`config.mk`:
```
export PLATFORM = sky130hd
export DESIGN_NAME = vram_arbiter
export DESIGN_NICKNAME = d
export VERILOG_FILES = /design/src/rtl/gpu_pkg.sv /design/src/rtl/scan_addr_gen.sv /design/src/rtl/vram_arbiter.sv
export SDC_FILE = /design/constraint.sdc
export NUM_CORES = 1
export LEC_CHECK = 0
export CORE_UTILIZATION = 48
export CTS_CLUSTER_SIZE = 12
export DETAILED_ROUTE_END_ITERATION = 16
export PLACE_DENSITY = 0.8
export SYNTH_ARGS = -nofsm -noshare
export SYNTH_HDL_FRONTEND = slang
export SYNTH_SLANG_ARGS = --single-unit
```
`constraint.sdc`:
```
create_clock -name clk -period 5.8 [get_ports clk]
set_clock_uncertainty 0.15 [all_clocks]
set_input_delay 0.87 -clock clk [delete_from_list [all_inputs] [get_ports clk]]
set_output_delay 0.87 -clock clk [all_outputs]
set_load 0.01 [all_outputs]
```
`src/rtl/gpu_pkg.sv`:
```
// Shared display geometry and arbiter state encoding for the character pipeline.
package gpu_pkg;

  localparam int COLS       = 40;
  localparam int ROWS       = 25;
  localparam int CELL_PX    = 16;
  localparam int CELL_LINES = 16;
  localparam int H_TOTAL    = 801;
  localparam int PREFETCH   = 2;

  typedef enum logic [1:0] {
    IDLE  = 2'd0,
    ISSUE = 2'd1,
    DATA  = 2'd2
  } arb_state_e;

endpackage

```
`src/rtl/scan_addr_gen.sv`:
```
// Combinational fetch-slot detector: maps the timing generator's x/y onto
// "fetch this cell now" plus the character cell address, PREFETCH clocks early.
module scan_addr_gen #(
  parameter int ADDR_W     = 10,
  parameter int COLS       = gpu_pkg::COLS,
  parameter int ROWS       = gpu_pkg::ROWS,
  parameter int CELL_PX    = gpu_pkg::CELL_PX,
  parameter int CELL_LINES = gpu_pkg::CELL_LINES,
  parameter int H_TOTAL    = gpu_pkg::H_TOTAL,
  parameter int PREFETCH   = gpu_pkg::PREFETCH
) (
  input  logic [9:0]        x_i,
  input  logic [9:0]        y_i,
  output logic              slot_o,
  output logic [ADDR_W-1:0] addr_o
);

  localparam int          PX_LG = $clog2(CELL_PX);
  localparam int          LN_LG = $clog2(CELL_LINES);
  localparam logic [10:0] PF    = 11'(PREFETCH);
  localparam logic [10:0] HT    = 11'(H_TOTAL);
  localparam logic [10:0] XLIM  = 11'(COLS * CELL_PX);
  localparam logic [10:0] YLIM  = 11'(ROWS * CELL_LINES);

  logic [10:0] xp_raw;
  logic [10:0] xp;
  logic [10:0] line;
  logic        wrap;

  // Look PREFETCH pixels ahead; a lookahead past end of line lands on the next line.
  always_comb begin
    xp_raw = {1'b0, x_i} + PF;
    wrap   = (xp_raw >= HT);
    xp     = wrap ? (xp_raw - HT) : xp_raw;
    line   = wrap ? ({1'b0, y_i} + 11'd1) : {1'b0, y_i};
    slot_o = (xp[PX_LG-1:0] == '0) && (xp < XLIM) && (line < YLIM);
    addr_o = ADDR_W'(line >> LN_LG) * ADDR_W'(COLS) + ADDR_W'(xp >> PX_LG);
  end

endmodule

```
`src/rtl/vram_arbiter.sv`:
```
// Single-port VRAM arbiter: scanout fetch owns slot cycles outright, the CPU
// gets the port on any other cycle through a three-state IDLE/ISSUE/DATA FSM.
module vram_arbiter #(
  parameter int ADDR_W     = 10,
  parameter int DATA_W     = 8,
  parameter int COLS       = gpu_pkg::COLS,
  parameter int ROWS       = gpu_pkg::ROWS,
  parameter int CELL_PX    = gpu_pkg::CELL_PX,
  parameter int CELL_LINES = gpu_pkg::CELL_LINES,
  parameter int H_TOTAL    = gpu_pkg::H_TOTAL,
  parameter int PREFETCH   = gpu_pkg::PREFETCH
) (
  input  logic              clk,
  input  logic              rst_n,
  input  logic [9:0]        x,
  input  logic [9:0]        y,
  input  logic              cpu_req,
  input  logic              cpu_we,
  input  logic [ADDR_W-1:0] cpu_addr,
  input  logic [DATA_W-1:0] cpu_wdata,
  output logic              cpu_ack,
  output logic [DATA_W-1:0] cpu_rdata,
  output logic [ADDR_W-1:0] vram_addr,
  output logic              vram_we,
  output logic [DATA_W-1:0] vram_wdata,
  input  logic [DATA_W-1:0] vram_rdata,
  output logic [DATA_W-1:0] char_code,
  output logic              char_valid
);

  import gpu_pkg::*;

  arb_state_e        state_q, state_d;
  logic              req_we_q;
  logic [ADDR_W-1:0] req_addr_q;
  logic [DATA_W-1:0] req_wdata_q;
  logic [ADDR_W-1:0] addr_hold_q;
  logic [DATA_W-1:0] wdata_hold_q;
  logic [DATA_W-1:0] rdata_q;
  logic              vld_p0, vld_p1;
  logic [DATA_W-1:0] char_p1;
  logic              scan_slot;
  logic [ADDR_W-1:0] scan_addr;
  logic              issue_go;
  logic              cpu_rd_done;

  scan_addr_gen #(
    .ADDR_W    (ADDR_W),
    .COLS      (COLS),
    .ROWS      (ROWS),
    .CELL_PX   (CELL_PX),
    .CELL_LINES(CELL_LINES),
    .H_TOTAL   (H_TOTAL),
    .PREFETCH  (PREFETCH)
  ) u_scan (
    .x_i   (x),
    .y_i   (y),
    .slot_o(scan_slot),
    .addr_o(scan_addr)
  );

  // The CPU only touches the port in ISSUE cycles that scanout does not claim.
  assign issue_go    = (state_q == ISSUE) && !scan_slot;
  assign cpu_rd_done = (state_q == DATA) && !req_we_q;

  // Next-state: ISSUE waits out slot cycles, DATA always returns to IDLE.
  always_comb begin
    state_d = state_q;
    case (state_q)
      IDLE:    if (cpu_req)    state_d = ISSUE;
      ISSUE:   if (!scan_slot) state_d = DATA;
      DATA:    state_d = IDLE;
      default: state_d = IDLE;
    endcase
  end

  // State register; reset abandons any transaction in flight.
  always_ff @(posedge clk or negedge rst_n) begin
    if (!rst_n) state_q <= IDLE;
    else        state_q <= state_d;
  end

  // Capture the CPU request at acceptance so the bus may change afterwards.
  always_ff @(posedge clk) begin
    if ((state_q == IDLE) && cpu_req) begin
      req_we_q    <= cpu_we;
      req_addr_q  <= cpu_addr;
      req_wdata_q <= cpu_wdata;
    end
  end

  // Port address/data hold their last driven value; read data kept for the CPU.
  always_ff @(posedge clk or negedge rst_n) begin
    if (!rst_n) begin
      addr_hold_q  <= '0;
      wdata_hold_q <= '0;
      rdata_q      <= '0;
    end else begin
      addr_hold_q  <= vram_addr;
      wdata_hold_q <= vram_wdata;
      if (cpu_rd_done) rdata_q <= vram_rdata;
    end
  end

  // Scan pipeline: p0 = RAM access in flight, p1 = character code registered.
  always_ff @(posedge clk or negedge rst_n) begin
    if (!rst_n) begin
      vld_p0  <= 1'b0;
      vld_p1  <= 1'b0;
      char_p1 <= '0;
    end else begin
      vld_p0 <= scan_slot;
      vld_p1 <= vld_p0;
      if (vld_p0) char_p1 <= vram_rdata;
    end
  end

  assign vram_addr  = scan_slot ? scan_addr : (issue_go ? req_addr_q : addr_hold_q);
  assign vram_we    = issue_go && req_we_q;
  assign vram_wdata = issue_go ? req_wdata_q : wdata_hold_q;
  assign cpu_ack    = (state_q == DATA);
  assign cpu_rdata  = cpu_rd_done ? vram_rdata : rdata_q;
  assign char_code  = char_p1;
  assign char_valid = vld_p1;

endmodule

```
# Word level (Yosys, flattened, before mapping)
# Cells that the tools add are included.
[op_classes] order_cmp=3 n_mul=1 shifts=0 bitwise_logic=0 n_eq_ne=4 mux=9 n_reduce_logical=11 addsub=4 div_mod_pow=0
[op_table] cell="$mux W11" count=2
[op_table] cell="$mux W10" count=2
[op_table] cell="$mux W8" count=2
[op_table] cell="$add A10 B1 Y11 const B" count=1
[op_table] cell="$add A10 B2 Y11 const B" count=1
[op_table] cell="$ge A11 B10 Y1 const B" count=1
[op_table] cell="$lt A11 B10 Y1 const B" count=1
[op_table] cell="$lt A11 B9 Y1 const B" count=1
[op_table] cell="$sub A11 B10 Y11 const B" count=1
[op_table] cell="$add A10 B7 Y10" count=1
[op_table] cell="$mul A7 B3 Y7 const B" count=1
[op_table] cell="$logic_and A1 B1 Y1" count=6
[op_table] cell="$logic_not A4 Y1" count=1
[op_table] cell="$mux W2" count=2
[op_table] cell="$ne A2 B2 Y1 const B" count=2
[op_table] cell="$pmux W2 S2" count=1
[op_table] cell="$eq A2 B1 Y1 const B" count=1
[op_table] cell="$eq A2 B2 Y1 const B" count=1
[op_table] cell="$logic_not A1 Y1" count=2
[op_table] cell="$logic_not A2 Y1" count=1
[op_table] cell="$reduce_and A2 Y1" count=1
[word_totals] inputBits=50 out_inout_bits=37 n_memories=0 latch_bits=0 ram_bits=0 reg_bits=57 romBits=0

# Depth between registers and ports, before layout
# Gate-level depths: netlist of run 1.
[logic_depth] word_depth=10 mapped_depth=17 mapped_depth_nobuf=17

# Hierarchy
# A second synthesis of run 1 with hierarchy kept.
[unflattened] cells_unflattened=285 hier_area_um2=3249.4
[modules_own_cells] module="vram_arbiter" area_each_um2=2165.8 cells_each=138 seq_area_each_um2=1521.5 instances=1
[modules_own_cells] module="scan_addr_gen" area_each_um2=1083.5 cells_each=147 seq_area_each_um2=0.0 instances=1

# Worst setup path after synthesis of run 1
# No wires, ideal clock.
[synth_timing] path_type="input -> output" from="input port x[1]" to="output port vram_addr[9]" path_slack_ps=520 path_stages=15 arrival_ps=4260 required_time_ps=4780 path_cell_list="ha_1 -> or2_1 -> a211o_1 -> a21o_1 -> a21oi_2 -> and3_1 -> xor2_1 -> ha_1 -> ha_1 -> fa_1 -> xor2_1 -> nand3_1 -> xnor2_1 -> xnor2_1 -> mux2i_1"
[synth_via] elab_chain_len=10 elab_cells_between_ends=16 cone_classes="add/sub (3); mul (1); order compare (3); mux (4); reduce/logical (5)"
[synth_rtl] item="from (decl)" line_no="vram_arbiter.sv:15" rtl="input logic [9:0] x,"
[synth_rtl] item="$add A10 B2 Y11 (*)" line_no="scan_addr_gen.sv:32" rtl="xp_raw = {1'b0, x_i} + PF;"
[synth_rtl] item="branches (longest 8 deep; another with $ge A11 B10 Y1)"
[synth_rtl] item="$mux W10 (*)" line_no="vram_arbiter.sv:118" rtl="assign vram_addr = scan_slot ? scan_addr : (issue_go ? req_addr_q : addr_hold_q);"
[synth_rtl] item="to (decl)" line_no="vram_arbiter.sv:23" rtl="output logic [ADDR_W-1:0] vram_addr,"
# Every way passes the cells marked *.

# Final worst setup path of run 1
[layout_timing] from="input port x[9]" to="output port vram_addr[9]"
# Same word-level chain as after synthesis.

==> results of run 1 <==
## layout make-up
| type | instances | area, sq um |
|---|---|---|
| Tap cell | 77 | 96.3 |
| Fill cell | 463 | 1690 |
| Clock inverter | 6 | 35.0 |
| Clock buffer | 10 | 128 |
| Sequential cell | 57 | 1520 |
| Timing Repair Buffer | 130 | 1200 |
| Multi-Input combinational cell | 178 | 1610 |
| Inverter | 9 | 33.8 |
## logic make-up after synthesis
| logic type | count (synthesis) |
|---|---|
| AO/OA/AOI/OAI | 33 |
| adder cells (fa/ha/maj) | 17 |
| buffers and inverters | 13 |
| XOR/XNOR | 28 |
| multiplexers | 45 |
| flip-flops | 57 |
| AND/OR/NAND/NOR | 55 |
## synth_stat cells, types with 2 or more instances
cell type	n
mux2i_1	19
mux2_2	18
and2_1	2
mux2_4	8
nand3_1	4
nand2_1	13
a21oi_1	5
and3_1	3
xor2_1	20
o21ai_0	5
nor2b_1	5
nor2_1	9
fa_1	2
nand3_2	2
edfxtp_1	19
a21oi_2	2
nor3_1	4
nand2b_1	3
ha_1	15
clkbuf_1	3
a21o_1	4
xnor2_1	8
inv_1	9
dfrtp_1	38
o21bai_1	2
a221oi_1	2
## stage by stage
stage | power [mW] | instance area [sq um] | cells | utilization | hold slack (ns)
after floorplan | 0.851 | 3130 | 248 | - | 0.202
after global placement | 1.16 | 4390 | 449 | 0.695 | 0.324
after detailed placement | 1.19 | 4390 | 449 | 0.695 | 0.327
after CTS | 1.48 | 4550 | 465 | 0.720 | 0.342
after global routing | 1.57 | 4620 | 467 | 0.732 | 0.351
final | 1.48 | 4620 | 467 | 0.732 | 0.339
## worst paths after layout
check,to,cells past startpoint
hold reg to reg,wdata_hold_q[4],1
setup / recovery,vram_addr[9],16
max in group asynchronous,addr_hold_q[2],1
min in group asynchronous,char_code[2],1
setup reg to reg,wdata_hold_q[1],3
hold / removal,wdata_hold_q[4],1
## worst max-delay path, stage by stage
cell,delay [ns]
clkdlybuf4s50_1,0.45
nand3b_1,0.17
mux2i_1,0.24
a211oi_2,0.14
buf_4,0.15
a211o_2,0.35
xnor2_2,0.15
ha_1,0.30
ha_1,0.24
fa_1,0.45
xor2_1,0.22
nand3_1,0.13
xnor2_1,0.21
xnor2_1,0.10
mux2i_1,0.18
buf_2,0.17
## cells in the final DEF, fill, tap and decap left out, types with 12 or more instances in the layout
cell / instances
edfxtp_1: 19
clkdlybuf4s50_1: 74
dfrtp_1: 38
buf_4: 43
mux2i_1: 19
xor2_1: 19
nand2_1: 12
mux2_2: 18
ha_1: 14
## what timing repair did
| item | 4_1_cts | 5_1_grt |
|---|---|---|
| gates resized for setup | 6 | 19 |
| pin swaps | 1 | 3 |
| setup endpoints to repair | 4 | 5 |
| setup buffers | 0 | 2 |
## registers in the layout, summed over array words and instances (netlist names), 2 cells and up
signal and flops:
char_code 8, req_addr_q 10, wdata_hold_q 8, req_wdata_q 8, rdata_q 8, addr_hold_q 10
state_q 2
## power by group through the flow
stage | Clock (mW) | Combinational [mW] | Sequential, mW
floorplan | 0 | 0.274 | 0.577
global placement | 0 | 0.593 | 0.571
detailed placement | 0 | 0.606 | 0.580
CTS | 0.310 | 0.602 | 0.573
global route | 0.330 | 0.656 | 0.584
finish | 0.303 | 0.601 | 0.571
## per-layer routing
metal | share of wire | GRT usage | up-vias
met5 | 0 | 0 | -
met4 | 0.022 | 0.0931 | 0
met3 | 0.050 | 0.0571 | 19
met2 | 0.51 | 0.359 | 68
met1 | 0.42 | 0.248 | 1149
li1 | - | - | 1180
==> impl_metrics.yaml, run 1 <==
pwr:
  sequentialPowerShare: 0.387
  netSwitchingPower_mw: 0.434
  clockPowerShare: 0.205
  powerDensity_mw_per_mm2: 319
  ir_worst_vdd_v: 0.000316
  p_comb_frac: 0.407
  p_leak_nw: 2.14
  p_int_mw: 1.04
  swShare: 0.294
global_routing:
  grt_pass1_vias: 2395
  antenna_found_initial: 0
  track_usage: 0.211
  grt_pass1_wl_um: 10600
  overflow: 0
  grt_max_degree: 39
worst_setup_path:
  rrSetupSlack_ns: 3.71
  crit_arrival_ns: 4.54
  worstSetupEndpointType: "output port"
  start_kind: "input port"
  timing.rr.start: "state_q[1]"
  startpoint: "x[9]"
  crit_fanout: 4
  critPathKind: "in -> out"
  cp.required_ns: 4.78
synthesis:
  synth-compound-area-share: 0.0840
  ys_types: 50
  synth_ff_type: "dfrtp_1"
  syn_area_per_cell_sq_um: 12.6
  ys_ff_latch: 57
  synth_top_family_by_area: "multiplexers"
  yosys.area_share.simple: 0.0988
  synth-adder-area-share: 0.0728
  synth_mux_area_frac: 0.164
  synth-warning-count: 0
  syn-num-nets: 315
  netlist_area_sq_mm: 0.00313
  synth_top_area_frac: 0.304
  synth_top_cells_by_area: "dfrtp_1, edfxtp_1, mux2_2"
  synth_cells: 248
  async_flop_share: 0.667
  seq_area_frac_synth: 0.486
  yosys.area.top_type: "dfrtp_1"
  synth_edf_count: 19
  synth-xor-area-share: 0.0784
min_path:
  hold_path.class: "reg -> reg"
  min-delay-start: "req_wdata_q[4]"
clocking:
  cts_buffers: 9
  clock_tree.buffer_depth: 2
  clock_sinks: 57
  clk_latency_ns: 0.33
  postCtsHoldBufs: 0
  clk_pin_slew_ns: 0.06
  ctsHtreeMaxLevel: 3
  cts_tree: "built"
  root_buffer: "clkbuf_8"
timing:
  max_slew_margin: 0.429
  tightest_slew_ns: 0.856
  fin_tns_setup_ns: 0
  layout_setup_ws_ns: 0.239
  period_minus_slack_ns: 5.56
  fmax_mhz: 180
  maxSlewViolCount: 0
  finalSetupViolations: 0
  fin_crit_sh: 0.959
  hold_viol_final: 0
floorplan:
  die_area_sq_mm: 0.00685
  die_h_um: 82.7
  core.rowCount: 29
  pin_count: 87
  die_w_um: 82.7
  initial_core_util: 0.496
  coreArea_sq_mm: 0.00631
final_layout:
  area_delta_synth_final_pct: 47.7
  nets: 452
  layout-drive-gt1-share: 0.267
  num_antenna_cells: 0
route:
  drt_first_pass_iters: 4
  vias: 2416
  viasPerCell: 5.17
  post-route-drc-count: 0
  routed_wirelength_um: 6730
  drtIter0Drc: 82
  antenna_left: 0
  wl_per_cell_um: 14.4
place:
  pre_cts_ws_ns: -0.525
  portBuffers: 86
  gp_congestion: 0.823
  dp_hpwl_um: 5260
outcome:
  status: "complete, no violations"
job:
  drv_cap: 0
No activity file was read; power rests on OpenSTA's default activity.
==> run 2, diff against run 1 <==
--- a/config.mk
+++ b/config.mk
@@ -9,6 +9,7 @@
 export CTS_CLUSTER_SIZE = 12
 export DETAILED_ROUTE_END_ITERATION = 16
 export PLACE_DENSITY = 0.8
+export SETUP_SLACK_MARGIN = 0.02
 export SYNTH_ARGS = -nofsm -noshare
 export SYNTH_HDL_FRONTEND = slang
 export SYNTH_SLANG_ARGS = --single-unit
==> run 2 against run 1 <==
  * Worst hold slack unchanged
  * Final area barely moved
  * Utilization about the same
  * Total power about the same
  * Sequential cell count unchanged
  * Setup slack stayed put
  * Critical path depth unchanged
==> impl_metrics.yaml, run 2 (synthesis gave the netlist of run 1 again) <==
outcome:
  status: "complete, no violations"
min_path:
  hold_path.class: "reg -> reg"
  min-delay-start: "req_wdata_q[4]"
  whs_endpoint: "wdata_hold_q[4]"
  min_path_cells: 1
global_routing:
  grt_max_degree: 39
  grt_pass1_vias: 2395
  antenna_found_initial: 0
  grt_pass1_wl_um: 10600
  overflow: 0
  track_usage: 0.211
final_layout:
  n_fill_cell: 463
  layout_common_cells: "clkdlybuf4s50_1, buf_4, dfrtp_1"
  area_delta_synth_final_pct: 47.7
  nets: 452
  finalNonFillerCells: 467
  reg_top3: "addr_hold_q x10, req_addr_q x10"
  num_antenna_cells: 0
  layout-drive-gt1-share: 0.269
  final_common_cell: "clkdlybuf4s50_1"
job:
  drv_cap: 0
route:
  drtIter0Drc: 82
  viasPerCell: 5.17
  routed_wirelength_um: 6730
  wl_per_cell_um: 14.4
  vias: 2416
  post-route-drc-count: 0
  antenna_left: 0
  drt_first_pass_iters: 4
floorplan:
  die_area_sq_mm: 0.00685
  core.rowCount: 29
  pin_count: 87
  die_w_um: 82.7
  coreArea_sq_mm: 0.00631
  die_h_um: 82.7
  initial_core_util: 0.496
pwr:
  ir_worst_vdd_v: 0.000316
  p_int_mw: 1.04
  p_leak_nw: 2.14
  netSwitchingPower_mw: 0.434
  powerDensity_mw_per_mm2: 319
  clockPowerShare: 0.205
  total_power_mw: 1.48
  p_comb_frac: 0.408
  swShare: 0.294
  sequentialPowerShare: 0.387
worst_setup_path:
  start_kind: "input port"
  crit_arrival_ns: 4.54
  rr_worst_depth: 3
  rrSetupSlack_ns: 3.71
  timing.rr.start: "state_q[1]"
  r2r_end: "wdata_hold_q[1]"
  startpoint: "x[9]"
  cp.required_ns: 4.78
  worstSetupEndpointType: "output port"
  critPathKind: "in -> out"
  crit_fanout: 4
timing:
  tightest_slew_ns: 0.856
  fmax_mhz: 180
  layout_setup_ws_ns: 0.239
  period_minus_slack_ns: 5.56
  fin_crit_sh: 0.959
  maxSlewViolCount: 0
  max_slew_margin: 0.429
  hold_viol_final: 0
  worst_hold_slack_ns: 0.339
  finalSetupViolations: 0
place:
  gp_congestion: 0.823
  portBuffers: 86
  pre_cts_ws_ns: -0.525
  dp_hpwl_um: 5260
  place_inst: 449
clocking:
  clk_pin_slew_ns: 0.06
  cts_buffers: 9
  cts_tree: "built"
  root_buffer: "clkbuf_8"
  ctsHtreeMaxLevel: 3
  clk_latency_ns: 0.33
  clock_sinks: 57
  clock_tree.buffer_depth: 2
  postCtsHoldBufs: 0
run 2: final cells by class:
type | count | area [sq um] | share of cell area
clock buffers | 10 | 128 | 0.0276
clock inverters | 6 | 35.0 | 0.00758
inverters | 9 | 33.8 | 0.00731
multi-input cells | 178 | 1610 | 0.348
flip-flops and latches | 57 | 1520 | 0.329
well taps | 77 | 96.3 | 0.0208
repair buffers | 130 | 1200 | 0.260
run 2: how the worst max path moves through the flow:
stage                     slack [ns]      endpoint
after global routing           -0.02  vram_addr[9]
after floorplan                 0.52  vram_addr[9]
final                           0.24  vram_addr[9]
after detailed placement       -0.52  vram_addr[9]
after global placement         -0.34  vram_addr[9]
after CTS                      -0.15  vram_addr[9]
run 2: stage by stage:
step                      cell area [sq um]  setup TNS [ns]  utilization
final                                  4620               0        0.732
after global routing                   4620         -0.0233        0.732
after CTS                              4550          -0.154        0.720
after detailed placement               4390           -1.24        0.695
after global placement                 4390          -0.760        0.695
after floorplan                        3130               0            -
run 2: worst max-delay path: stages:
cell and delay, ns:
clkdlybuf4s50_1 0.45, nand3b_1 0.17, mux2i_1 0.24, a211oi_2 0.14
buf_4 0.15, a211o_2 0.35, xnor2_2 0.15, ha_1 0.30
ha_1 0.24, fa_1 0.45, xor2_1 0.22, nand3_1 0.13
xnor2_1 0.21, xnor2_1 0.10, mux2i_1 0.18, buf_2 0.17
run 2: what timing repair did:
item,4_1_cts,5_1_grt
pin swaps,1,3
setup buffers,0,2
setup endpoints to repair,4,5
gates resized for setup,7,19
cloned,0,0
run 2: metal layers:
metal	GRT usage	wire [um]	share of wire
met4	0.0931	146	0.022
met1	0.248	2830	0.42
met3	0.0571	335	0.050
met5	0	0	0
met2	0.359	3420	0.51
run 2: power by group through the flow:
stage	registers, mW	logic (mW)	clock network (mW)
after floorplan	0.577	0.274	0
after global placement	0.571	0.593	0
after detailed placement	0.580	0.606	0
after CTS	0.573	0.603	0.310
after global routing	0.584	0.657	0.330
final	0.571	0.602	0.303
